`src/rtl/alu_seq_ctrl_pkg.sv`:
```
// ---------------------------------------------------------------------------
// alu_ctrl_pkg
//   Shared definitions for the ALU sequencer slice:
//     - default widths for the op vector, register index and datapath
//     - bit positions of each operation inside the one-hot op vector
//     - the sequencer state enumeration
// ---------------------------------------------------------------------------
package alu_ctrl_pkg;

    localparam int unsigned DEF_OP_W   = 9;
    localparam int unsigned DEF_ADDR_W = 5;
    localparam int unsigned DEF_DATA_W = 32;

    // One-hot op vector bit positions.
    localparam int unsigned ADD = 0;
    localparam int unsigned SUB = 1;
    localparam int unsigned SLL = 2;
    localparam int unsigned SLT = 3;
    localparam int unsigned XOR = 4;
    localparam int unsigned SRA = 5;
    localparam int unsigned SRL = 6;
    localparam int unsigned OR  = 7;
    localparam int unsigned AND = 8;

    typedef enum logic [2:0] {
        IDLE,
        RS1,
        RS2,
        OPS,
        EXEC,
        WB
    } state_t;

endpackage

```
`src/rtl/alu_seq_ctrl_if.sv`:
```
// ---------------------------------------------------------------------------
// alu_seq_ctrl_if
//   Decoder-to-sequencer request channel (valid/ready handshake).
//   Ports:
//     req_valid      decoder has an op
//     req_ready      sequencer can accept an op
//     req_op         one-hot op enables
//     req_sign       signed (slt) vs unsigned (sltu) compare
//     req_imm_valid  second operand comes from req_imm
//     req_imm        immediate value
//     req_rs1/rs2/rd register indices
//   Modports: master = decoder side, slave = sequencer side.
// ---------------------------------------------------------------------------
interface alu_seq_ctrl_if
    import alu_ctrl_pkg::*;
#(
    parameter int unsigned OP_W   = DEF_OP_W,
    parameter int unsigned ADDR_W = DEF_ADDR_W,
    parameter int unsigned DATA_W = DEF_DATA_W
);

    logic              req_valid;
    logic              req_ready;
    logic [OP_W-1:0]   req_op;
    logic              req_sign;
    logic              req_imm_valid;
    logic [DATA_W-1:0] req_imm;
    logic [ADDR_W-1:0] req_rs1;
    logic [ADDR_W-1:0] req_rs2;
    logic [ADDR_W-1:0] req_rd;

    modport master (
        output req_valid,
        output req_op,
        output req_sign,
        output req_imm_valid,
        output req_imm,
        output req_rs1,
        output req_rs2,
        output req_rd,
        input  req_ready
    );

    modport slave (
        input  req_valid,
        input  req_op,
        input  req_sign,
        input  req_imm_valid,
        input  req_imm,
        input  req_rs1,
        input  req_rs2,
        input  req_rd,
        output req_ready
    );

endinterface

```
`src/rtl/alu_seq_ctrl_op_legal_chk.sv`:
```
// ---------------------------------------------------------------------------
// op_legal_chk
//   Combinational legality check of an incoming op.
//   Ports:
//     op         one-hot op vector as presented by the decoder
//     imm_valid  second operand is an immediate
//     legal      op has exactly one bit set and is not sub-with-immediate
// ---------------------------------------------------------------------------
module op_legal_chk
    import alu_ctrl_pkg::*;
#(
    parameter int unsigned OP_W = DEF_OP_W
) (
    input  logic [OP_W-1:0] op,
    input  logic            imm_valid,
    output logic            legal
);

    logic one_hot;

    always_comb begin
        // Clearing the lowest set bit leaves zero only for a single-bit vector.
        one_hot = (op != '0) && ((op & (op - OP_W'(1))) == '0);
        legal   = one_hot && !(op[SUB] && imm_valid);
    end

endmodule

```
`src/rtl/alu_seq_ctrl.sv`:
```
// ---------------------------------------------------------------------------
// alu_seq_ctrl
//   Multi-cycle sequencer between the decoder and the ALU / register file.
//   Accepts one op per handshake, reads rs1 then rs2 through the single
//   SRAM read port, presents operands to the ALU for one cycle, then writes
//   the result back to rd. Illegal op encodings are rejected with err.
//   Ports:
//     clk, rst_n       clock (rising edge), asynchronous active-low reset
//     req              request channel (alu_seq_ctrl_if.slave)
//     rf_rd_en/addr    SRAM read strobe and address (data next cycle)
//     rf_rd_data       SRAM read data
//     alu_op_en        one-hot ALU enables, only during EXEC
//     alu_sign_valid   signed compare select, only during EXEC
//     alu_imm_valid    immediate select, only during EXEC
//     alu_imm          immediate, only during EXEC
//     alu_in1/alu_in2  ALU operands, only during EXEC
//     alu_out          combinational ALU result
//     rf_wr_en/addr/data  write-back port (x0 writes suppressed)
//     done             one-cycle pulse per completed op
//     err              one-cycle pulse per rejected op
//     busy             sequencer not idle
// ---------------------------------------------------------------------------
module alu_seq_ctrl
    import alu_ctrl_pkg::*;
#(
    parameter int unsigned OP_W   = DEF_OP_W,
    parameter int unsigned ADDR_W = DEF_ADDR_W,
    parameter int unsigned DATA_W = DEF_DATA_W
) (
    input  logic              clk,
    input  logic              rst_n,
    alu_seq_ctrl_if.slave     req,
    output logic              rf_rd_en,
    output logic [ADDR_W-1:0] rf_rd_addr,
    input  logic [DATA_W-1:0] rf_rd_data,
    output logic [OP_W-1:0]   alu_op_en,
    output logic              alu_sign_valid,
    output logic              alu_imm_valid,
    output logic [DATA_W-1:0] alu_imm,
    output logic [DATA_W-1:0] alu_in1,
    output logic [DATA_W-1:0] alu_in2,
    input  logic [DATA_W-1:0] alu_out,
    output logic              rf_wr_en,
    output logic [ADDR_W-1:0] rf_wr_addr,
    output logic [DATA_W-1:0] rf_wr_data,
    output logic              done,
    output logic              err,
    output logic              busy
);

    state_t state;
    state_t state_nxt;

    logic              accept;
    logic              op_legal;
    logic              err_q;

    logic [OP_W-1:0]   op_q;
    logic              sign_q;
    logic              imm_valid_q;
    logic [DATA_W-1:0] imm_q;
    logic [ADDR_W-1:0] rs1_q;
    logic [ADDR_W-1:0] rs2_q;
    logic [ADDR_W-1:0] rd_q;
    logic [DATA_W-1:0] op1_q;
    logic [DATA_W-1:0] op2_q;
    logic [DATA_W-1:0] result_q;

    // Ready depends only on state, so accept never loops through the FSM logic.
    assign req.req_ready = (state == IDLE);
    assign accept        = req.req_valid && (state == IDLE);
    assign busy          = (state != IDLE);
    assign err           = err_q;

    op_legal_chk #(
        .OP_W (OP_W)
    ) u_op_legal_chk (
        .op        (req.req_op),
        .imm_valid (req.req_imm_valid),
        .legal     (op_legal)
    );

    always_ff @(posedge clk or negedge rst_n) begin
        if (!rst_n) begin
            state <= IDLE;
        end else begin
            state <= state_nxt;
        end
    end

    always_ff @(posedge clk or negedge rst_n) begin
        if (!rst_n) begin
            err_q       <= 1'b0;
            op_q        <= '0;
            sign_q      <= 1'b0;
            imm_valid_q <= 1'b0;
            imm_q       <= '0;
            rs1_q       <= '0;
            rs2_q       <= '0;
            rd_q        <= '0;
            op1_q       <= '0;
            op2_q       <= '0;
            result_q    <= '0;
        end else begin
            err_q <= accept && !op_legal;

            if (accept) begin
                op_q        <= req.req_op;
                sign_q      <= req.req_sign;
                imm_valid_q <= req.req_imm_valid;
                imm_q       <= req.req_imm;
                rs1_q       <= req.req_rs1;
                rs2_q       <= req.req_rs2;
                rd_q        <= req.req_rd;
            end

            case (state)
                RS2: begin
                    // x0 always reads as zero regardless of SRAM contents.
                    op1_q <= (rs1_q == '0) ? '0 : rf_rd_data;
                    if (imm_valid_q) begin
                        op2_q <= '0;
                    end
                end
                OPS: begin
                    op2_q <= (rs2_q == '0) ? '0 : rf_rd_data;
                end
                EXEC: begin
                    result_q <= alu_out;
                end
                default: begin
                end
            endcase
        end
    end

    always_comb begin
        state_nxt      = state;
        rf_rd_en       = 1'b0;
        rf_rd_addr     = '0;
        alu_op_en      = '0;
        alu_sign_valid = 1'b0;
        alu_imm_valid  = 1'b0;
        alu_imm        = '0;
        alu_in1        = '0;
        alu_in2        = '0;
        rf_wr_en       = 1'b0;
        rf_wr_addr     = '0;
        rf_wr_data     = '0;
        done           = 1'b0;

        case (state)
            IDLE: begin
                // Illegal ops stay here; err is raised from the registered flag.
                if (req.req_valid && op_legal) begin
                    state_nxt = RS1;
                end
            end
            RS1: begin
                rf_rd_en   = 1'b1;
                rf_rd_addr = rs1_q;
                state_nxt  = RS2;
            end
            RS2: begin
                // The rs2 read overlaps the cycle in which rs1 data is captured.
                if (!imm_valid_q) begin
                    rf_rd_en   = 1'b1;
                    rf_rd_addr = rs2_q;
                    state_nxt  = OPS;
                end else begin
                    state_nxt  = EXEC;
                end
            end
            OPS: begin
                state_nxt = EXEC;
            end
            EXEC: begin
                alu_op_en      = op_q;
                alu_sign_valid = sign_q;
                alu_imm_valid  = imm_valid_q;
                alu_imm        = imm_q;
                alu_in1        = op1_q;
                alu_in2        = op2_q;
                state_nxt      = WB;
            end
            WB: begin
                rf_wr_en   = (rd_q != '0);
                rf_wr_addr = rd_q;
                rf_wr_data = result_q;
                done       = 1'b1;
                state_nxt  = IDLE;
            end
            default: begin
                state_nxt = IDLE;
            end
        endcase
    end

endmodule

```
`src/flat_wrapper.sv`:
```
// flat-port wrapper written by rule: the top's interface ports become plain ports
module alu_seq_ctrl_flat import alu_ctrl_pkg::*;
#(
    parameter int unsigned OP_W   = DEF_OP_W,
    parameter int unsigned ADDR_W = DEF_ADDR_W,
    parameter int unsigned DATA_W = DEF_DATA_W
)
  (clk, rst_n, rf_rd_en, rf_rd_addr, rf_rd_data, alu_op_en, alu_sign_valid, alu_imm_valid, alu_imm, alu_in1, alu_in2, alu_out, rf_wr_en, rf_wr_addr, rf_wr_data, done, err, busy, req_req_valid, req_req_op, req_req_sign, req_req_imm_valid, req_req_imm, req_req_rs1, req_req_rs2, req_req_rd, req_req_ready);
  alu_seq_ctrl_if #(.OP_W(OP_W), .ADDR_W(ADDR_W), .DATA_W(DATA_W)) req_i ();
  input  logic clk;
  input  logic rst_n;
  output logic rf_rd_en;
  output logic [ADDR_W-1:0] rf_rd_addr;
  input  logic [DATA_W-1:0] rf_rd_data;
  output logic [OP_W-1:0] alu_op_en;
  output logic alu_sign_valid;
  output logic alu_imm_valid;
  output logic [DATA_W-1:0] alu_imm;
  output logic [DATA_W-1:0] alu_in1;
  output logic [DATA_W-1:0] alu_in2;
  input  logic [DATA_W-1:0] alu_out;
  output logic rf_wr_en;
  output logic [ADDR_W-1:0] rf_wr_addr;
  output logic [DATA_W-1:0] rf_wr_data;
  output logic done;
  output logic err;
  output logic busy;
  input wire logic [$bits(req_i.req_valid)-1:0] req_req_valid;
  input wire logic [$bits(req_i.req_op)-1:0] req_req_op;
  input wire logic [$bits(req_i.req_sign)-1:0] req_req_sign;
  input wire logic [$bits(req_i.req_imm_valid)-1:0] req_req_imm_valid;
  input wire logic [$bits(req_i.req_imm)-1:0] req_req_imm;
  input wire logic [$bits(req_i.req_rs1)-1:0] req_req_rs1;
  input wire logic [$bits(req_i.req_rs2)-1:0] req_req_rs2;
  input wire logic [$bits(req_i.req_rd)-1:0] req_req_rd;
  output wire logic [$bits(req_i.req_ready)-1:0] req_req_ready;
  assign req_i.req_valid = req_req_valid;
  assign req_i.req_op = req_req_op;
  assign req_i.req_sign = req_req_sign;
  assign req_i.req_imm_valid = req_req_imm_valid;
  assign req_i.req_imm = req_req_imm;
  assign req_i.req_rs1 = req_req_rs1;
  assign req_i.req_rs2 = req_req_rs2;
  assign req_i.req_rd = req_req_rd;
  assign req_req_ready = req_i.req_ready;
  alu_seq_ctrl #(.OP_W(OP_W), .ADDR_W(ADDR_W), .DATA_W(DATA_W)) u_core (.clk(clk), .rst_n(rst_n), .req(req_i), .rf_rd_en(rf_rd_en), .rf_rd_addr(rf_rd_addr), .rf_rd_data(rf_rd_data), .alu_op_en(alu_op_en), .alu_sign_valid(alu_sign_valid), .alu_imm_valid(alu_imm_valid), .alu_imm(alu_imm), .alu_in1(alu_in1), .alu_in2(alu_in2), .alu_out(alu_out), .rf_wr_en(rf_wr_en), .rf_wr_addr(rf_wr_addr), .rf_wr_data(rf_wr_data), .done(done), .err(err), .busy(busy));
endmodule
```
`config.mk`:
```
export PLATFORM = sky130hd
export DESIGN_NAME = alu_seq_ctrl_flat
export DESIGN_NICKNAME = d
export VERILOG_FILES = /design/src/rtl/alu_seq_ctrl_pkg.sv /design/src/rtl/alu_seq_ctrl_if.sv /design/src/rtl/alu_seq_ctrl_op_legal_chk.sv /design/src/rtl/alu_seq_ctrl.sv /design/src/flat_wrapper.sv
export SDC_FILE = /design/constraint.sdc
export NUM_CORES = 1
export LEC_CHECK = 0
export CELL_PAD_IN_SITES_DETAIL_PLACEMENT = 1
export CELL_PAD_IN_SITES_GLOBAL_PLACEMENT = 1
export CORE_UTILIZATION = 37
export CTS_BUF_LIST = sky130_fd_sc_hd__clkbuf_4
export DETAILED_ROUTE_END_ITERATION = 6
export PLACE_DENSITY = 0.94
export SETUP_SLACK_MARGIN = 0.1
export SLEW_MARGIN = 40
export SYNTH_ARGS = -nofsm -noshare
export SYNTH_HDL_FRONTEND = slang
export SYNTH_SLANG_ARGS = --single-unit
```
`constraint.sdc`:
```
create_clock -name clk -period 5.6 [get_ports clk]
set_input_delay 1.4 -clock clk [delete_from_list [all_inputs] [get_ports clk]]
set_output_delay 1.4 -clock clk [all_outputs]
set_load 0.05 [all_outputs]
```
After elaboration in Yosys (flattened, before gate mapping)
Index checks and enable logic that the tools add are counted.
{ "word_totals": {"ff_bits": 158, "inputBits": 125, "output_inout_bits": 155} }
{ "op_classes": {"n_addsub": 1, "n_eq_ne": 7, "muxes": 21, "bitwise_logic": 1, "reduce_logical": 17} }
{ "ops": {"columns": ["operator", "n"], "rows": [
  ["$mux W32", 7],
  ["$pmux W32 S2", 1],
  ["$pmux W3 S5", 1],
  ["$logic_not A5 Y1", 2],
  ["$mux W5", 2],
  ["$pmux W5 S2", 1],
  ["$and A9 B9 Y9", 1],
  ["$logic_not A9 Y1", 1],
  ["$mux W9", 1],
  ["$reduce_bool A9 Y1", 1],
  ["$sub A9 B1 Y9 const B", 1],
  ["$eq A3 B2 Y1 const B", 2],
  ["$eq A3 B3 Y1 const B", 2],
  ["$logic_and A1 B1 Y1", 6],
  ["$mux W3", 2],
  ["$mux W1", 5],
  ["$reduce_bool A5 Y1", 1],
  ["$ne A2 B1 Y1 const B", 2],
  ["$eq A3 B1 Y1 const B", 1],
  ["$logic_not A3 Y1", 1],
  ["$reduce_bool A3 Y1", 1],
  ["$logic_not A1 Y1", 2],
  ["$pmux W1 S2", 1],
  ["$reduce_and A2 Y1", 1],
  ["$reduce_bool A2 Y1", 1]
]} }

Logic depth before layout (Yosys ltp)
Gate-level depths: netlist (run 1).
{ "logic_depth": {"ltp_word": 8, "mapped_depth": 7, "ltp_nobuf": 5} }

Hierarchy
Synthesis (run 1) repeated with hierarchy kept, for this count alone.
{ "unflattened": {"hier_cells": 587, "area_unflattened_um2": 7116.8} }
{ "modules_own_cells": {"columns": ["mod", "instances", "cells_per_inst", "area_each_um2", "seq_area_each_um2"], "rows": [
  ["alu_seq_ctrl", 1, 569, 6999.2, 3953.8],
  ["op_legal_chk", 1, 18, 117.6, 0.0]
]} }

Worst setup path before layout (run 1)
Ideal clock, no wire load.
{ "synth_timing": {"path_type": "reg-to-output", "start": "reg u_core.state[2]", "end": "out rf_wr_en", "t_arrival_ns": 1.846, "path_slack_ns": 2.354, "path_stages_with_launch": 5, "path_buffers": 2, "path_cell_list": "dfrtp_1 clkbuf_1 clkbuf_1 and2_1 o21a_1"} }
{ "synth_between": {"elab_chain_len": 2} }
{ "synth_lines": {"columns": ["element", "line_no", "source"], "rows": [
  ["start, declared", "alu_seq_ctrl.sv:51", "state_t state;"],
  ["start signal, assigned", "alu_seq_ctrl.sv:87", "state <= state_nxt;"],
  ["$eq A3 B3 Y1", "alu_seq_ctrl.sv:152", "case (state)"],
  ["$mux W1", "alu_seq_ctrl.sv:152", null],
  ["end, declared", "flat_wrapper.sv:22", "output logic rf_wr_en;"]
]} }
No other way between the ends.

Worst setup path in the final report (run 1)
{ "layout_timing": {"start": "reg u_core.state[1]", "end": "out alu_in1[1]"} }
{ "layout_between": {"elab_chain_len": 2} }
{ "layout_lines": {"columns": ["element", "line_no", "source"], "rows": [
  ["$eq A3 B3 Y1", "alu_seq_ctrl.sv:152", null],
  ["$mux W32", "alu_seq_ctrl.sv:152", null],
  ["end, declared", "flat_wrapper.sv:19", "output logic [DATA_W-1:0] alu_in1;"]
]} }
No other way between the ends.

==> results.txt, run 1 <==
Uppermost layer routed: met4
Routed WL: 21,900 µm
Reported leakage power: 4.67 nW
Met3 routed wirelength: 1300 µm
Register-to-register setup slack: 3.03 ns
Achievable Freq: 233 MHz
Run status: complete, no violations
Sum of overflow across all layers after global routing: 0
Crit share post-route: 0.765
Post-detail-place hpwl: 15,200 µm
Top-Level Pins: 280
CTS tree: yes
Drt pass-1 iters: 4
Via total after detailed routing: 5,753
Starting utilization of the core area: 0.377
Number of buffers inserted by post-CTS setup repair: 0
Worst-case vdd ir drop: 0.253 mV
Minimum setup slack in the final design: 1.31 ns
Ratio of cells with drive above 1 in the final layout: 0.174
CTS H-Tree Depth: 4
Final Hold Viols: 0
Internal cell power: 3.14 mW
Gates resized, CTS repair: 0
Worst slack at placement: 1.87 ns
Gate count after technology mapping: 565
Most used DFF post-synth: sky130_fd_sc_hd__dfrtp_1
Final core utilization: 0.550
Number of vias per cell: 5.42
Crit Path Category: reg -> out
WL met2: 11,300 µm
Max Root-Sink Buffers: 2
Combinational fraction of design power: 0.509
Clock transition at the registers of the reported paths: 0.13 ns
Post-placement cell count: 1,031
Hold buffer count at CTS: 0
Crit-path cells: nor2_4, buf_6, and3_1, clkdlybuf4s50_1
Sw Ratio: 0.435
Number of antenna violations at the first check in global routing: 1
CTS Root Buffer Type: sky130_fd_sc_hd__clkbuf_4
Area enclosed by the die boundary: 19,500 µm²
Via count of the first global-routing pass: 6,329
Number of violations reported at the end of detailed-routing iteration 0: 285
Max capacitance violation total: 0
Nets: 941
Final estimated routing congestion in global placement: 0.780
Most repeated cell in the gate-level netlist after synthesis: sky130_fd_sc_hd__dfrtp_1
Fin area: 10,300 µm²
Library cells used by synthesis: 36
Part of the Yosys area used for sequential elements: 0.563
Global-route wire length before repair: 35,000 µm
Clk sinks: 158
Non-filler instance count after layout: 1,062
TritonCTS Buffers: 17
Gate family responsible for the most delay along the worst path: buffers and inverters
Sw Pwr: 2.42 mW
Met1 Wirelength: 8890 µm
Largest net degree at the start of global routing: 110
Slowest Stage Delay on Critical Path: 0.82 ns
Endpoints failing setup: 0
Unrepaired setup endpoints after global routing: no
Clock skew: 0.0205 ns
Headroom to the max-slew limit: 0.497
Proportion of netlist area held by the largest area contributor: 0.563
Mapped Avg Cell Area: 12.4 µm²
Height of the chip: 140 µm
Number of inserted filler cells in the final layout: 1,922
Critical Path Source Type: register
Number of nets produced by synthesis: 690
Clock share of power: 0.123
Number of nets with antenna violations after routing: 0
Number of design rule violations left after detail routing: 0
Pwr dens: 541 nW/µm²
Type of the most critical hold path: reg -> reg
Sum of negative setup slack: 0 ns
Arrival time at the worst endpoint: 2.89 ns
Commonest cells post-synth: sky130_fd_sc_hd__dfrtp_1 (158), sky130_fd_sc_hd__and3_1 (144), sky130_fd_sc_hd__mux2_2 (90)
Crit end category: output pin
Number of flops mapped to enable cells by yosys: 0
Share of total power in sequential cells: 0.368
Transition at the pin with the smallest max-transition slack: 0.755 ns
Most area-hungry cell type in the Yosys netlist: sky130_fd_sc_hd__dfrtp_1
Syn-to-layout area delta: 46.0%
Core Region: 18,600 µm²
Yosys warning total: 0
Aggregate global-route resource usage: 0.229
Synth Register Bits: 158
Buffers on Ports: 279
Data required time at the worst endpoint: 4.20 ns
Critical-path cell with the highest stage delay: sky130_fd_sc_hd__clkdlybuf4s50_1
Buf+Inv Stages, Crit Path: 2
Area of placed instances: 9990 µm²
Main area contributors after synthesis: sky130_fd_sc_hd__dfrtp_1 (56%), sky130_fd_sc_hd__mux2_2 (14%), sky130_fd_sc_hd__and3_1 (13%)
Placement Rows: 50
Syn Std Cell Area: 7030 µm²
Routed wirelength normalized by instance count: 20.7 µm
Die X-Extent: 140 µm
Maximum net fanout on the critical path: 109
Worst-skew pair later-pin latency: 0.51 ns
Min Tclk post-route: 4.29 ns
Count of pins over their slew limit: 0
Async S/R FF share, synth: 1.00
cell families after synthesis:
kind of cell / after synthesis / share of synthesized area
and+or+nand+nor: 177 / 0.155
DFF: 158 / 0.563
muxes: 91 / 0.146
AOI/OAI and AO/OA: 77 / 0.0954
buffers and inverters: 60 / 0.0388
xor gates and xnor gates: 1 / 0.00125
adders and majority gates: 1 / 0.00142
stage by stage:
stage          power (mW)  hold WS [ns]
2_1_floorplan        3.95         0.465
3_3_place_gp         4.77         0.480
3_5_place_dp         4.92         0.485
4_1_cts              5.61         0.518
5_1_grt              5.87         0.525
6_report             5.55         0.515
cell usage in the layout, fill, tap and decap left out, types with 2 or more instances in the layout:
master	instances
sky130_fd_sc_hd__clkbuf_4	19
sky130_fd_sc_hd__and2_1	2
sky130_fd_sc_hd__a22o_1	64
sky130_fd_sc_hd__buf_12	3
sky130_fd_sc_hd__buf_4	8
sky130_fd_sc_hd__clkinvlp_4	5
sky130_fd_sc_hd__and3_1	144
sky130_fd_sc_hd__nor2_1	12
sky130_fd_sc_hd__nand2b_1	2
sky130_fd_sc_hd__nor2b_1	2
sky130_fd_sc_hd__nor2_4	2
sky130_fd_sc_hd__dfrtp_1	157
sky130_fd_sc_hd__mux2_2	90
sky130_fd_sc_hd__nor3_1	3
sky130_fd_sc_hd__buf_6	2
sky130_fd_sc_hd__bufinv_16	2
sky130_fd_sc_hd__clkinv_2	2
sky130_fd_sc_hd__a32oi_1	5
sky130_fd_sc_hd__clkdlybuf4s50_1	278
worst reg2reg max path: stages, from the launching register on:
cell and delay (ns):
sky130_fd_sc_hd__dfrtp_4 0.65, sky130_fd_sc_hd__buf_12 0.24, sky130_fd_sc_hd__nor3_2 0.25, sky130_fd_sc_hd__and2_4 0.50, sky130_fd_sc_hd__buf_4 0.44, sky130_fd_sc_hd__mux2_2 0.40
final cells by class:
cell class	instances	area, µm²	share of cell area
multi-input cells	347	2820	0.274
inverters	1	3.75	0.000366
clock buffers	19	143	0.0139
well taps	234	293	0.0285
clock inverters	11	120	0.0117
repair buffers	291	2930	0.285
diodes	1	2.50	0.000244
flip-flops and latches	158	3960	0.386
state kept, by name, indices dropped and copies added, names as in the netlist, 3 cells and up:
| name | flops |
|---|---|
| u_core.rd_q | 5 |
| u_core.rs2_q | 5 |
| u_core.imm_q | 32 |
| u_core.op1_q | 32 |
| u_core.rs1_q | 5 |
| u_core.op2_q | 32 |
| u_core.result_q | 32 |
| u_core.state | 3 |
| u_core.op_q | 9 |
final timing paths:
check,from,to,depth (start not counted)
worst min-delay path,u_core.op2_q[7],u_core.op2_q[7],1
min in group asynchronous,rst_n,u_core.op2_q[29],1
worst max register to register,u_core.state[2],u_core.op_q[3],5
worst max-delay path,u_core.state[1],alu_in1[1],4
worst min register to register,u_core.op2_q[7],u_core.op2_q[7],1
max in group asynchronous,rst_n,u_core.state[2],2
power groups by stage:
stage | sequential, mW | clock, mW | combinational (mW)
after floorplan | 1.90 | 0 | 2.05
after global placement | 2.08 | 0 | 2.69
after detailed placement | 2.07 | 0 | 2.85
after CTS | 2.05 | 0.709 | 2.86
after global routing | 2.11 | 0.754 | 3.00
final | 2.04 | 0.682 | 2.83
per-layer routing:
layer,up-vias,global-route usage
met4,0,0.0729
li1,2580,-
met1,2942,0.272
met2,204,0.400
met5,-,0
met3,27,0.0626
(Power assumes the default switching activity.)
==> run 2, diff against run 1 <==
Settings changed: CORE_UTILIZATION 37 to 31, PLACE_DENSITY 0.94 to 0.84.
Clock period 5.6 ns to 3.9 ns, I/O delays scaled along.
==> results.txt, run 2 (synthesis gave the netlist of run 1 again) <==
Run status: finished with violations
Violations in the final reports: DRC
Buffers on Ports: 279
Critical Path Source Type: register
Hold buffer count at CTS: 0
Reported leakage power: 5.69 nW
Arrival time at the worst endpoint: 2.58 ns
Sum of negative setup slack: 0 ns
Data required time at the worst endpoint: 2.92 ns
Top-Level Pins: 280
Via total after detailed routing: 5,742
Crit Path Category: reg -> out
Clock skew: 0.0223 ns
Maximum net fanout on the critical path: 70
Routed WL: 22,400 µm
Clock transition at the registers of the reported paths: 0.14 ns
CTS H-Tree Depth: 4
Critical-path cell with the highest stage delay: sky130_fd_sc_hd__dfrtp_1
Pwr dens: 787 nW/µm²
Area enclosed by the die boundary: 23,300 µm²
Area of placed instances: 10,000 µm²
Worst-skew pair later-pin latency: 0.54 ns
TritonCTS Buffers: 17
Starting utilization of the core area: 0.319
Unrepaired setup endpoints after global routing: no
Max capacitance violation total: 0
Most common library cell in the layout ignoring fill and taps: sky130_fd_sc_hd__dfrtp_1
Overall power after layout: 8.18 mW
Post-detail-place hpwl: 15,500 µm
Min Tclk post-route: 3.56 ns
Largest net degree at the start of global routing: 85
Max Root-Sink Buffers: 2
Ratio of cells with drive above 1 in the final layout: 0.250
Height of the chip: 153 µm
Headroom to the max-slew limit: 0.526
Number of design rule violations left after detail routing: 17
CTS Root Buffer Type: sky130_fd_sc_hd__clkbuf_4
Syn-to-layout area delta: 47.9%
Type of the most critical hold path: in -> async
Nets: 945
Aggregate global-route resource usage: 0.196
Final Hold Viols: 0
Global-route wire length before repair: 35,900 µm
Number of buffers inserted by post-CTS setup repair: 0
Crit end category: output pin
Die X-Extent: 153 µm
Clk sinks: 158
Routed wirelength normalized by instance count: 20.1 µm
Worst-case vdd ir drop: 0.293 mV
Sum of overflow across all layers after global routing: 0
Crit share post-route: 0.912
Number of vias per cell: 5.15
Endpoints failing setup: 0
Number of nets with antenna violations after routing: 0
Placement Rows: 54
Transition at the pin with the smallest max-transition slack: 0.711 ns
Drt pass-1 iters: 7
Number of violations reported at the end of detailed-routing iteration 0: 352
Non-filler instance count after layout: 1,116
Number of inserted filler cells in the final layout: 2,347
CTS tree: yes
Fin area: 10,400 µm²
Via count of the first global-routing pass: 6,345
Final estimated routing congestion in global placement: 0.770
Slowest Stage Delay on Critical Path: 0.57 ns
Count of pins over their slew limit: 0
Post-placement cell count: 1,081
Core Region: 22,000 µm²
Crit-path cells: nor2_4, buf_12, and3_1, dlygate4sd2_1
Leading cell types in the layout, fill and taps excluded: sky130_fd_sc_hd__dfrtp_1 (157), sky130_fd_sc_hd__and3_1 (144), sky130_fd_sc_hd__clkdlybuf4s50_1 (144), sky130_fd_sc_hd__mux2_2 (90)
Number of antenna violations at the first check in global routing: 4
Achievable Freq: 281 MHz
## run 2: cell count changes in the layout (fill, tap and decap cells not counted), moves of 3 or more
cell	before	now
sky130_fd_sc_hd__inv_6	1	5
sky130_fd_sc_hd__clkdlybuf4s50_1	278	144
sky130_fd_sc_hd__buf_8	0	4
sky130_fd_sc_hd__inv_8	0	3
sky130_fd_sc_hd__dlygate4sd2_1	0	43
sky130_fd_sc_hd__clkinvlp_4	5	2
sky130_fd_sc_hd__buf_4	8	64
sky130_fd_sc_hd__dlymetal6s2s_1	0	34
## run 2: critical path, delay by kind of cell (launching register included)
kind                   cells  cell delay (ns)
AND/OR/NAND/NOR            2             0.60
buffers and inverters      2             0.85
flip-flops                 1             0.57
## run 2: path summary, 6_finish.rpt
check / startpoint / endpoint / cells after the start / slack, ns
min in group clk: u_core.op1_q[9] / u_core.op1_q[9] / 1 / 0.51
worst min-delay path: rst_n / u_core.op1_q[23] / 1 / 0.48
worst min register to register: u_core.op1_q[9] / u_core.op1_q[9] / 1 / 0.51
max in group asynchronous: rst_n / u_core.rs2_q[2] / 2 / 2.60
worst max-delay path: u_core.state[1] / alu_in2[7] / 4 / 0.34
worst max register to register: u_core.state[1] / u_core.result_q[26] / 6 / 1.18
## run 2: repair_timing
action / in CTS / in global routing
gates resized for setup: 43 / 34
hold endpoints to repair: 0 / 0
setup endpoints to repair: 43 / 34
## run 2: area by class of cell
type / instances / area, µm² / area share
sequential: 158 / 3960 / 0.381
clock inverter: 15 / 221 / 0.0213
antenna: 3 / 7.51 / 0.000722
multi-input combinational: 347 / 2830 / 0.272
timing repair buffer: 295 / 2900 / 0.279
tap: 280 / 350 / 0.0337
inverter: 1 / 3.75 / 0.000361
clock buffer: 17 / 128 / 0.0123
## run 2: routing by layer
metal / track usage / vias up / wire [µm]
met4: 0.0746 / 0 / 473
met2: 0.322 / 213 / 11000
met1: 0.247 / 2914 / 9350
met3: 0.0506 / 27 / 1550
li1: - / 2588 / -
met5: 0 / - / 0
## run 2: power by group
part / internal, mW / total, mW / switching (mW) / leakage [nW]
clock network: 0.534 / 1.20 / 0.670 / 0.180
registers: 2.43 / 2.93 / 0.505 / 1.94
logic: 1.65 / 4.05 / 2.39 / 3.58
total: 4.61 / 8.18 / 3.57 / 5.69
## run 2: metrics by stage
| step | hold slack, ns | setup slack (ns) | util |
|---|---|---|---|
| after global routing | 0.451 | 0.148 | 0.472 |
| after global placement | 0.480 | 0.659 | 0.451 |
| final | 0.483 | 0.342 | 0.472 |
| after floorplan | 0.465 | 1.08 | - |
| after CTS | 0.460 | 0.108 | 0.468 |
| after detailed placement | 0.484 | 0.673 | 0.454 |
==> run 3, diff against run 2 <==
==> constraint.sdc (replaced) <==
create_clock -name clk -period 3.9 [get_ports clk]
set_input_delay 0.585 -clock clk [delete_from_list [all_inputs] [get_ports clk]]
set_output_delay 0.585 -clock clk [all_outputs]
set_load 0.05 [all_outputs]
==> results.txt, run 3 (synthesis gave the netlist of run 1 again) <==
Final Hold Viols: 0
Buffers on Ports: 279
Transition at the pin with the smallest max-transition slack: 0.704 ns
Fin area: 10,400 µm²
Core Region: 22,000 µm²
Max Root-Sink Buffers: 2
Nets: 942
Leading cell types in the layout, fill and taps excluded: sky130_fd_sc_hd__clkdlybuf4s50_1 (278), sky130_fd_sc_hd__dfrtp_1 (157), sky130_fd_sc_hd__and3_1 (144), sky130_fd_sc_hd__mux2_2 (90), sky130_fd_sc_hd__a22o_1 (64)
CTS Root Buffer Type: sky130_fd_sc_hd__clkbuf_4
CTS H-Tree Depth: 4
Most common library cell in the layout ignoring fill and taps: sky130_fd_sc_hd__clkdlybuf4s50_1
Routed wirelength normalized by instance count: 20.1 µm
Clock skew: 0.0256 ns
Aggregate global-route resource usage: 0.194
Height of the chip: 153 µm
Count of pins over their slew limit: 0
Data required time at the worst endpoint: 3.31 ns
Violations in the final reports: DRC
Busiest metal layer after global routing: met2
Number of vias per cell: 5.10
Pwr dens: 783 nW/µm²
Number of nets with antenna violations after routing: 0
Register-to-register setup slack: 1.28 ns
Number of antenna violations at the first check in global routing: 3
Largest net degree at the start of global routing: 110
Via count of the first global-routing pass: 6,060
Number of inserted filler cells in the final layout: 2,359
Endpoints failing setup: 0
Clk sinks: 158
Number of violations reported at the end of detailed-routing iteration 0: 244
Area of placed instances: 10,100 µm²
Met2 global-route usage: 0.319
Final estimated routing congestion in global placement: 0.771
Via total after detailed routing: 5,677
Drt pass-1 iters: 7
Worst reg-to-reg path cell count: 4
Crit Path Category: reg -> out
Area enclosed by the die boundary: 23,300 µm²
Sum of negative setup slack: 0 ns
Ratio of cells with drive above 1 in the final layout: 0.177
Crit end category: output pin
Global-route wire length before repair: 35,300 µm
Achievable Freq: 284 MHz
Worst-skew pair later-pin latency: 0.54 ns
Post-detail-place hpwl: 15,400 µm
Type of the most critical hold path: in -> async
Reported leakage power: 4.73 nW
Arrival time at the worst endpoint: 2.94 ns
Die X-Extent: 153 µm
Sum of overflow across all layers after global routing: 0
Max capacitance violation total: 0
Unrepaired setup endpoints after global routing: no
Syn-to-layout area delta: 48.6%
Starting utilization of the core area: 0.319
TritonCTS Buffers: 17
Maximum net fanout on the critical path: 27
Min Tclk post-route: 3.52 ns
Clock transition at the registers of the reported paths: 0.16 ns
Run status: finished with violations
Top-Level Pins: 280
Number of design rule violations left after detail routing: 33
Routed WL: 22,400 µm
Worst-case vdd ir drop: 0.457 mV
Critical Path Source Type: register
Met3 global-route usage: 0.0631
Placement Rows: 54
Routing usage on met1: 0.245
Crit share post-route: 0.903
CTS tree: yes
Headroom to the max-slew limit: 0.531
## run 3: changes by cell type in the layout (fill, tap and decap cells not counted), moves of 2 or more
cell / change
sky130_fd_sc_hd__inv_8: -2
sky130_fd_sc_hd__dlygate4sd2_1: -43
sky130_fd_sc_hd__buf_4: -58
sky130_fd_sc_hd__dlymetal6s2s_1: -34
sky130_fd_sc_hd__clkdlybuf4s50_1: +134
sky130_fd_sc_hd__buf_8: -2
## run 3: layout make-up
cell class,count,area (µm²),share of cell area
well taps,280,350,0.0335
flip-flops and latches,158,3960,0.379
clock inverters,15,185,0.0177
diodes,3,7.51,0.000719
multi-input cells,347,2830,0.271
repair buffers,292,2980,0.285
clock buffers,17,128,0.0122
inverters,1,3.75,0.000359
## run 3: worst paths after layout
check,from,endpoint
setup / recovery,u_core.state[0],rf_rd_addr[3]
hold / removal,rst_n,u_core.op1_q[27]
setup reg to reg,u_core.state[2],u_core.imm_q[14]
hold reg to reg,u_core.imm_q[28],u_core.imm_q[28]
max in group asynchronous,rst_n,u_core.op1_q[1]
min in group clk,u_core.imm_q[28],u_core.imm_q[28]
## run 3: what timing repair did
item	in CTS	in global routing
hold buffers	0	0
buffers inserted	0	0
resized for setup	1	0
setup endpoints to repair	1	0
## run 3: critical path, stage by stage (launching register included)
cell and delay, ns:
sky130_fd_sc_hd__dfrtp_1 0.59, sky130_fd_sc_hd__nor2b_4 0.45, sky130_fd_sc_hd__buf_4 0.33, sky130_fd_sc_hd__a32oi_1 0.09, sky130_fd_sc_hd__nor2_1 0.15, sky130_fd_sc_hd__clkdlybuf4s50_1 0.81
## run 3: through the flow
step	utilization	cells	total power [mW]	worst slack, ns	hold slack (ns)
after floorplan	-	565	5.67	1.47	0.289
after global placement	0.456	1074	6.93	0.797	0.480
after detailed placement	0.458	1077	7.13	0.736	0.484
after CTS	0.473	1109	8.25	0.312	0.0620
after global routing	0.474	1112	8.66	0.155	0.0114
final	0.474	1113	8.18	0.378	0.0516
## run 3: per-layer routing
| layer | vias up | wire [µm] |
|---|---|---|
| met5 | - | 0 |
| met3 | 19 | 1610 |
| met2 | 197 | 11000 |
| li1 | 2588 | - |
| met1 | 2873 | 9390 |
| met4 | 0 | 340 |
## run 3: power breakdown
part	switching, mW	internal [mW]	total [mW]
logic	2.39	1.74	4.14
clock network	0.650	0.456	1.11
registers	0.510	2.43	2.94
==> RTL change 1: new RTL, settings of run 3 <==
The package constant `DEF_DATA_W` goes from 32 to 24.
--- a/src/rtl/alu_seq_ctrl_pkg.sv
+++ b/src/rtl/alu_seq_ctrl_pkg.sv
@@ -10,5 +10,5 @@
     localparam int unsigned DEF_OP_W   = 9;
     localparam int unsigned DEF_ADDR_W = 5;
-    localparam int unsigned DEF_DATA_W = 32;
+    localparam int unsigned DEF_DATA_W = 24;
 
     // One-hot op vector bit positions.
Ports: changed (7 resized); port bits go from 280 to 224. The function was not compared with the original's and may differ.
==> RTL change 1 against run 3 <==
The flow still finishes with violations (DRC). Core utilization decreased by 1.0 points. Area after synthesis decreased by 18%. Total power decreased by 27%. Wire length decreased by 21%. Sequential cell count decreased by 32. Maximum frequency decreased by 1.6%. Design area decreased by 20%. Setup slack got worse by 0.056 ns. First-iteration DRC count decreased by 41%. Critical path type unchanged. Largest cell class unchanged.
==> RTL change 1: results (changes against run 3) <==
| Metric | Value |
|---|---|
| Result of the run | finished, violations left |
| Failing checks | DRC |
| Via density per instance | 5.14 (+0.71%) |
| Post-Place Cell Area | 8120 sq um (-20%) |
| Routability-driven placement congestion ratio | 0.818 (+6.1%) |
| Worst skew pair latency | 0.51 ns (-0.03 ns) |
| Synth Net Count | 562 (-19%) |
| Sequential element share of the synthesized area | 0.548 (-0.0142) |
| Largest fanout on the critical path | 24 (-11%) |
| GRT Overall Usage | 0.189 (-0.00441) |
| Data arrival time of the critical path | 2.99 ns (+0.05 ns) |
| Number of nets at the end of the flow | 771 (-18%) |
| Detailed-routed wire length on met3 | 1020 um (-37%) |
| HPWL Detailed | 12900 um (-16%) |
| Pin count of the biggest net entering global routing | 66 (-40%) |
| Met2 layer wire length in the routed design | 9050 um (-18%) |
| Number of DRC markers after the initial detailed-route iteration | 143 (-41%) |
| Vias in the first global route | 5180 (-15%) |
| Reg clk slew, reported paths | 0.12 ns (-0.04 ns) |
| Cell types with the largest area share after synthesis | dfrtp_1 55%, mux2_1 14%, and3_1 12% |
| Headroom to the max-slew limit | 0.598 (+0.0668) |
| Power consumed by the clock network | 813 uW (-27%) |
| Detailed-routing wirelength on met1 | 7340 um (-22%) |
| Share of async-settable or async-resettable flops after synthesis | 1.00 (unchanged) |
| Post-CTS Resized | 0 (-1) |
| Wire length of the first global-routing pass | 28300 um (-20%) |
| Count of input and output buffers | 223 (-20%) |
| WL/cell | 19.3 um (-4.2%) |
| Seq pwr share | 0.404 (+0.045) |
| Number of antenna violations at the first check in global routing | 2 (-1) |
| Max VDD drop | 0.242 mV (-47%) |
| Reported leakage power | 0.00379 uW (-20%) |
| Remaining design rule violation count | 60 (+82%) |
| Cell-internal power | 3380 uW (-27%) |
[RTL change 1: cell types whose count changed after synthesis, moves of 2 or more]
cell      change
a22o_1       -16
and3_1       -32
buf_2         -8
buf_6         +6
clkbuf_1     -11
dfrtp_1      -32
mux2_1       +74
mux2_2       -90
nor2b_1       -2
[RTL change 1: stage by stage]
step	utilization	std cells	hold slack, ns	total power [uW]
final	0.464	915	0.0495	5950
after global placement	0.449	880	0.461	5020
after CTS	0.463	912	0.132	6020
after global routing	0.464	914	0.0479	6300
after detailed placement	0.449	880	0.472	5180
after floorplan	-	461	0.289	4180
[RTL change 1: cell families (layout without fill, tap and decap cells)]
family,after synthesis,after routing,synth area share
other,0,3,0
adders and majority gates,1,1,0.00174
DFF,126,126,0.548
AOI/OAI and AO/OA,66,66,0.101
muxes,75,75,0.147
and+or+nand+nor,145,145,0.156
buffers and inverters,48,270,0.0457
[RTL change 1: final timing paths]
check,startpoint,slack [ns],end
max,u_core.state[0],0.32,rf_wr_data[13]
min,rst_n,0.05,u_core.result_q[17]
max reg2reg,u_core.state[2],1.72,u_core.imm_q[14]
min reg2reg,u_core.imm_q[1],0.49,u_core.imm_q[1]
max in group asynchronous,rst_n,2.95,u_core.op_q[7]
min in group clk,u_core.imm_q[1],0.49,u_core.imm_q[1]
[RTL change 1: layout make-up]
class / count / area, sq um
fill: 1902 / 9700
sequential: 126 / 3160
multi-input combinational: 287 / 2350
timing repair buffer: 236 / 2330
tap: 229 / 287
clock buffer: 17 / 128
clock inverter: 15 / 124
inverter: 2 / 7.51
antenna: 3 / 7.51
[RTL change 1: routing by layer]
layer  GRT usage  vias to the layer above
met5           0                        -
met4      0.0757                        0
met2       0.330                      153
met1       0.227                     2405
li1            -                     2127
met3      0.0426                       15
==> RTL change 2: new RTL, config.mk and constraints of run 3 <==
Made on the original files. Re-encode `state_t` (6 states) as one-hot, 6 bits wide.
--- a/src/rtl/alu_seq_ctrl_pkg.sv
+++ b/src/rtl/alu_seq_ctrl_pkg.sv
@@ -23,11 +23,11 @@
     localparam int unsigned AND = 8;
 
-    typedef enum logic [2:0] {
-        IDLE,
-        RS1,
-        RS2,
-        OPS,
-        EXEC,
-        WB
+    typedef enum logic [5:0] {
+        IDLE = 6'b000001,
+        RS1  = 6'b000010,
+        RS2  = 6'b000100,
+        OPS  = 6'b001000,
+        EXEC = 6'b010000,
+        WB   = 6'b100000
     } state_t;
 
Function: no difference found for any inputs over 10 cycles, from zero or initial values and one cycle with rst_n low; not proved beyond that.
==> RTL change 2 against run 3 <==
Maximum frequency decreased by 1.7%. Clock skew down 0.0042 ns. Area after synthesis is 0.62% higher. Sequential cell count increased by 3. First-iteration DRC count shrank 16%. Setup slack lost 0.060 ns. Design area increased by 1.4%. Wire length fell by 6.3%. Critical path type unchanged.
Power is not compared: it rests on default switching activity, and its combinational part moved more than twofold at a synthesized area within 25%.
==> RTL change 2: results (changes against run 3) <==
| Metric | Value |
|---|---|
| Cell at the slowest stage of the critical path | or4_1 |
| Share of async-settable or async-resettable flops after synthesis | 1.00 (unchanged) |
| Number of nets at the end of the flow | 946 (+0.42%) |
| Worst skew pair latency | 0.53 ns |
| Total global routing overflow | 0 (unchanged) |
| Maximum clock path buffer count | 2 (unchanged) |
| Setup Slack @ Placement | 0.623 ns (-0.113 ns) |
| Post-CTS setup repair buffer count | 0 (unchanged) |
| Number of H-tree levels | 4 (unchanged) |
| Max VDD drop | 0.179 mV |
| WL/cell | 18.8 um (-6.4%) |
| Wire length of the first global-routing pass | 34100 um (-3.3%) |
| Hold WC Path Type | in2async |
| HPWL Detailed | 15200 um (-1.4%) |
| Detailed-router iteration count before antenna repair | 4 (-3) |
| Result of the run | complete, no violations |
| Data arrival time of the critical path | 3.00 ns (+0.06 ns) |
| Number of unique standard cell types used by synthesis | 36 (unchanged) |
| Pin count of the biggest net entering global routing | 108 (-1.8%) |
| Post-Place Cell Area | 10200 sq um (+1.3%) |
| Routability-driven placement congestion ratio | 0.712 (-7.6%) |
| Number of DRC markers after the initial detailed-route iteration | 205 (-16%) |
| Leading cell types by count after synthesis | 160 x dfrtp_1, 145 x and2_1, 91 x mux2_2, 69 x a22o_1, 19 x clkbuf_1 |
| Sequential element share of the synthesized area | 0.570 (+0.00731) |
| Largest fanout on the critical path | 107 (+300%) |
| Share of cells above drive strength 1 | 0.181 (+0.00416) |
| Path depth of the worst reg2reg path | 6 (+2) |
| Number of antenna violations at the first check in global routing | 1 (-2) |
| Synth Net Count | 676 (-2.0%) |
| GRT Overall Usage | 0.187 (-0.00690) |
| Reported leakage power | 0.00606 uW |
| Reg clk slew, reported paths | 0.14 ns (-0.02 ns) |
| Worst Max-Slew Pin Slew | 0.697 ns (-0.00716 ns) |
| Via count of the routed design | 5364 (-5.5%) |
| Largest stage delay, worst path | 0.60 ns (-0.21 ns) |
| Vias in the first global route | 5883 (-2.9%) |
| Top cell family by delay on the critical path | simple AND/OR/NAND/NOR gates |
| Setup clock skew after layout | 0.0214 ns (-0.00415 ns) |
| Cell types with the largest area share after synthesis | dfrtp_1 57%, mux2_2 14%, and2_1 13% |
| Yosys synthesis warning count | 0 (unchanged) |
| Count of fill cells added during filler insertion | 2312 (-2.0%) |
-- RTL change 2: cell count changes in the layout (fill, tap and decap cells not counted), sizes merged, moves of 4 or more --
cell / before / now
and2: 3 / 145
dlygate4sd2: 0 / 88
nor2: 14 / 6
buf: 13 / 18
or4: 2 / 6
a32oi: 5 / 0
and3: 144 / 1
a22o: 64 / 69
dlymetal6s2s: 0 / 57
clkdlybuf4s50: 278 / 127
-- RTL change 2: cell families (layout without fill, tap and decap cells) --
| group | after synthesis | count (layout) | synth area share |
|---|---|---|---|
| XOR/XNOR | 2 | 2 | 0.00248 |
| other | 0 | 1 | 0 |
| adder cells (fa/ha/maj) | 1 | 1 | 0.00142 |
| AND/OR/NAND/NOR | 172 | 172 | 0.153 |
| flip-flops | 161 | 161 | 0.570 |
| buffers and inverters | 43 | 325 | 0.0295 |
| multiplexers | 91 | 91 | 0.145 |
| AO/OA/AOI/OAI | 81 | 81 | 0.0984 |
-- RTL change 2: layout make-up --
class | count | area, sq um | share of cell area
Clock buffer | 19 | 143 | 0.0135
Sequential cell | 161 | 4030 | 0.380
Antenna cell | 1 | 2.50 | 0.000236
Tap cell | 280 | 350 | 0.0331
Inverter | 3 | 11.3 | 0.00106
Clock inverter | 12 | 184 | 0.0174
Timing Repair Buffer | 291 | 3020 | 0.285
Multi-Input combinational cell | 347 | 2860 | 0.270
-- RTL change 2: worst paths after layout --
check	from	end	slack, ns
min reg2reg	u_core.result_q[5]	u_core.result_q[5]	0.51
max reg2reg	u_core.state[1]	u_core.op1_q[13]	1.37
max in group asynchronous	rst_n	u_core.result_q[27]	2.91
min in group clk	u_core.result_q[5]	u_core.result_q[5]	0.51
max	u_core.state[1]	alu_in1[26]	0.32
min	rst_n	u_core.imm_q[18]	0.06
-- RTL change 2: repair_timing --
action	CTS	global route
setup endpoints to repair	88	57
hold buffers	0	0
gates resized for setup	88	57
endpoints found under the hold margin	0	0
-- RTL change 2: layer usage --
metal  routed length (um)  global-route usage
met1                 8440               0.223
met2                10800               0.324
met3                 1590              0.0680
met4                  194              0.0351
met5                    0                   0
-- RTL change 2: stage by stage --
stage / util / instances
after global routing: 0.479 / 1113
final: 0.480 / 1114
after global placement: 0.462 / 1080
after floorplan: - / 551
after CTS: 0.473 / 1113
after detailed placement: 0.463 / 1082
-- RTL change 2: report_power, final --
group	leakage [uW]	total [uW]	switching (uW)	internal [uW]
registers	0.00211	1770	37.9	1730
logic	0.00378	277	100	177
clock network	0.000170	1130	609	526
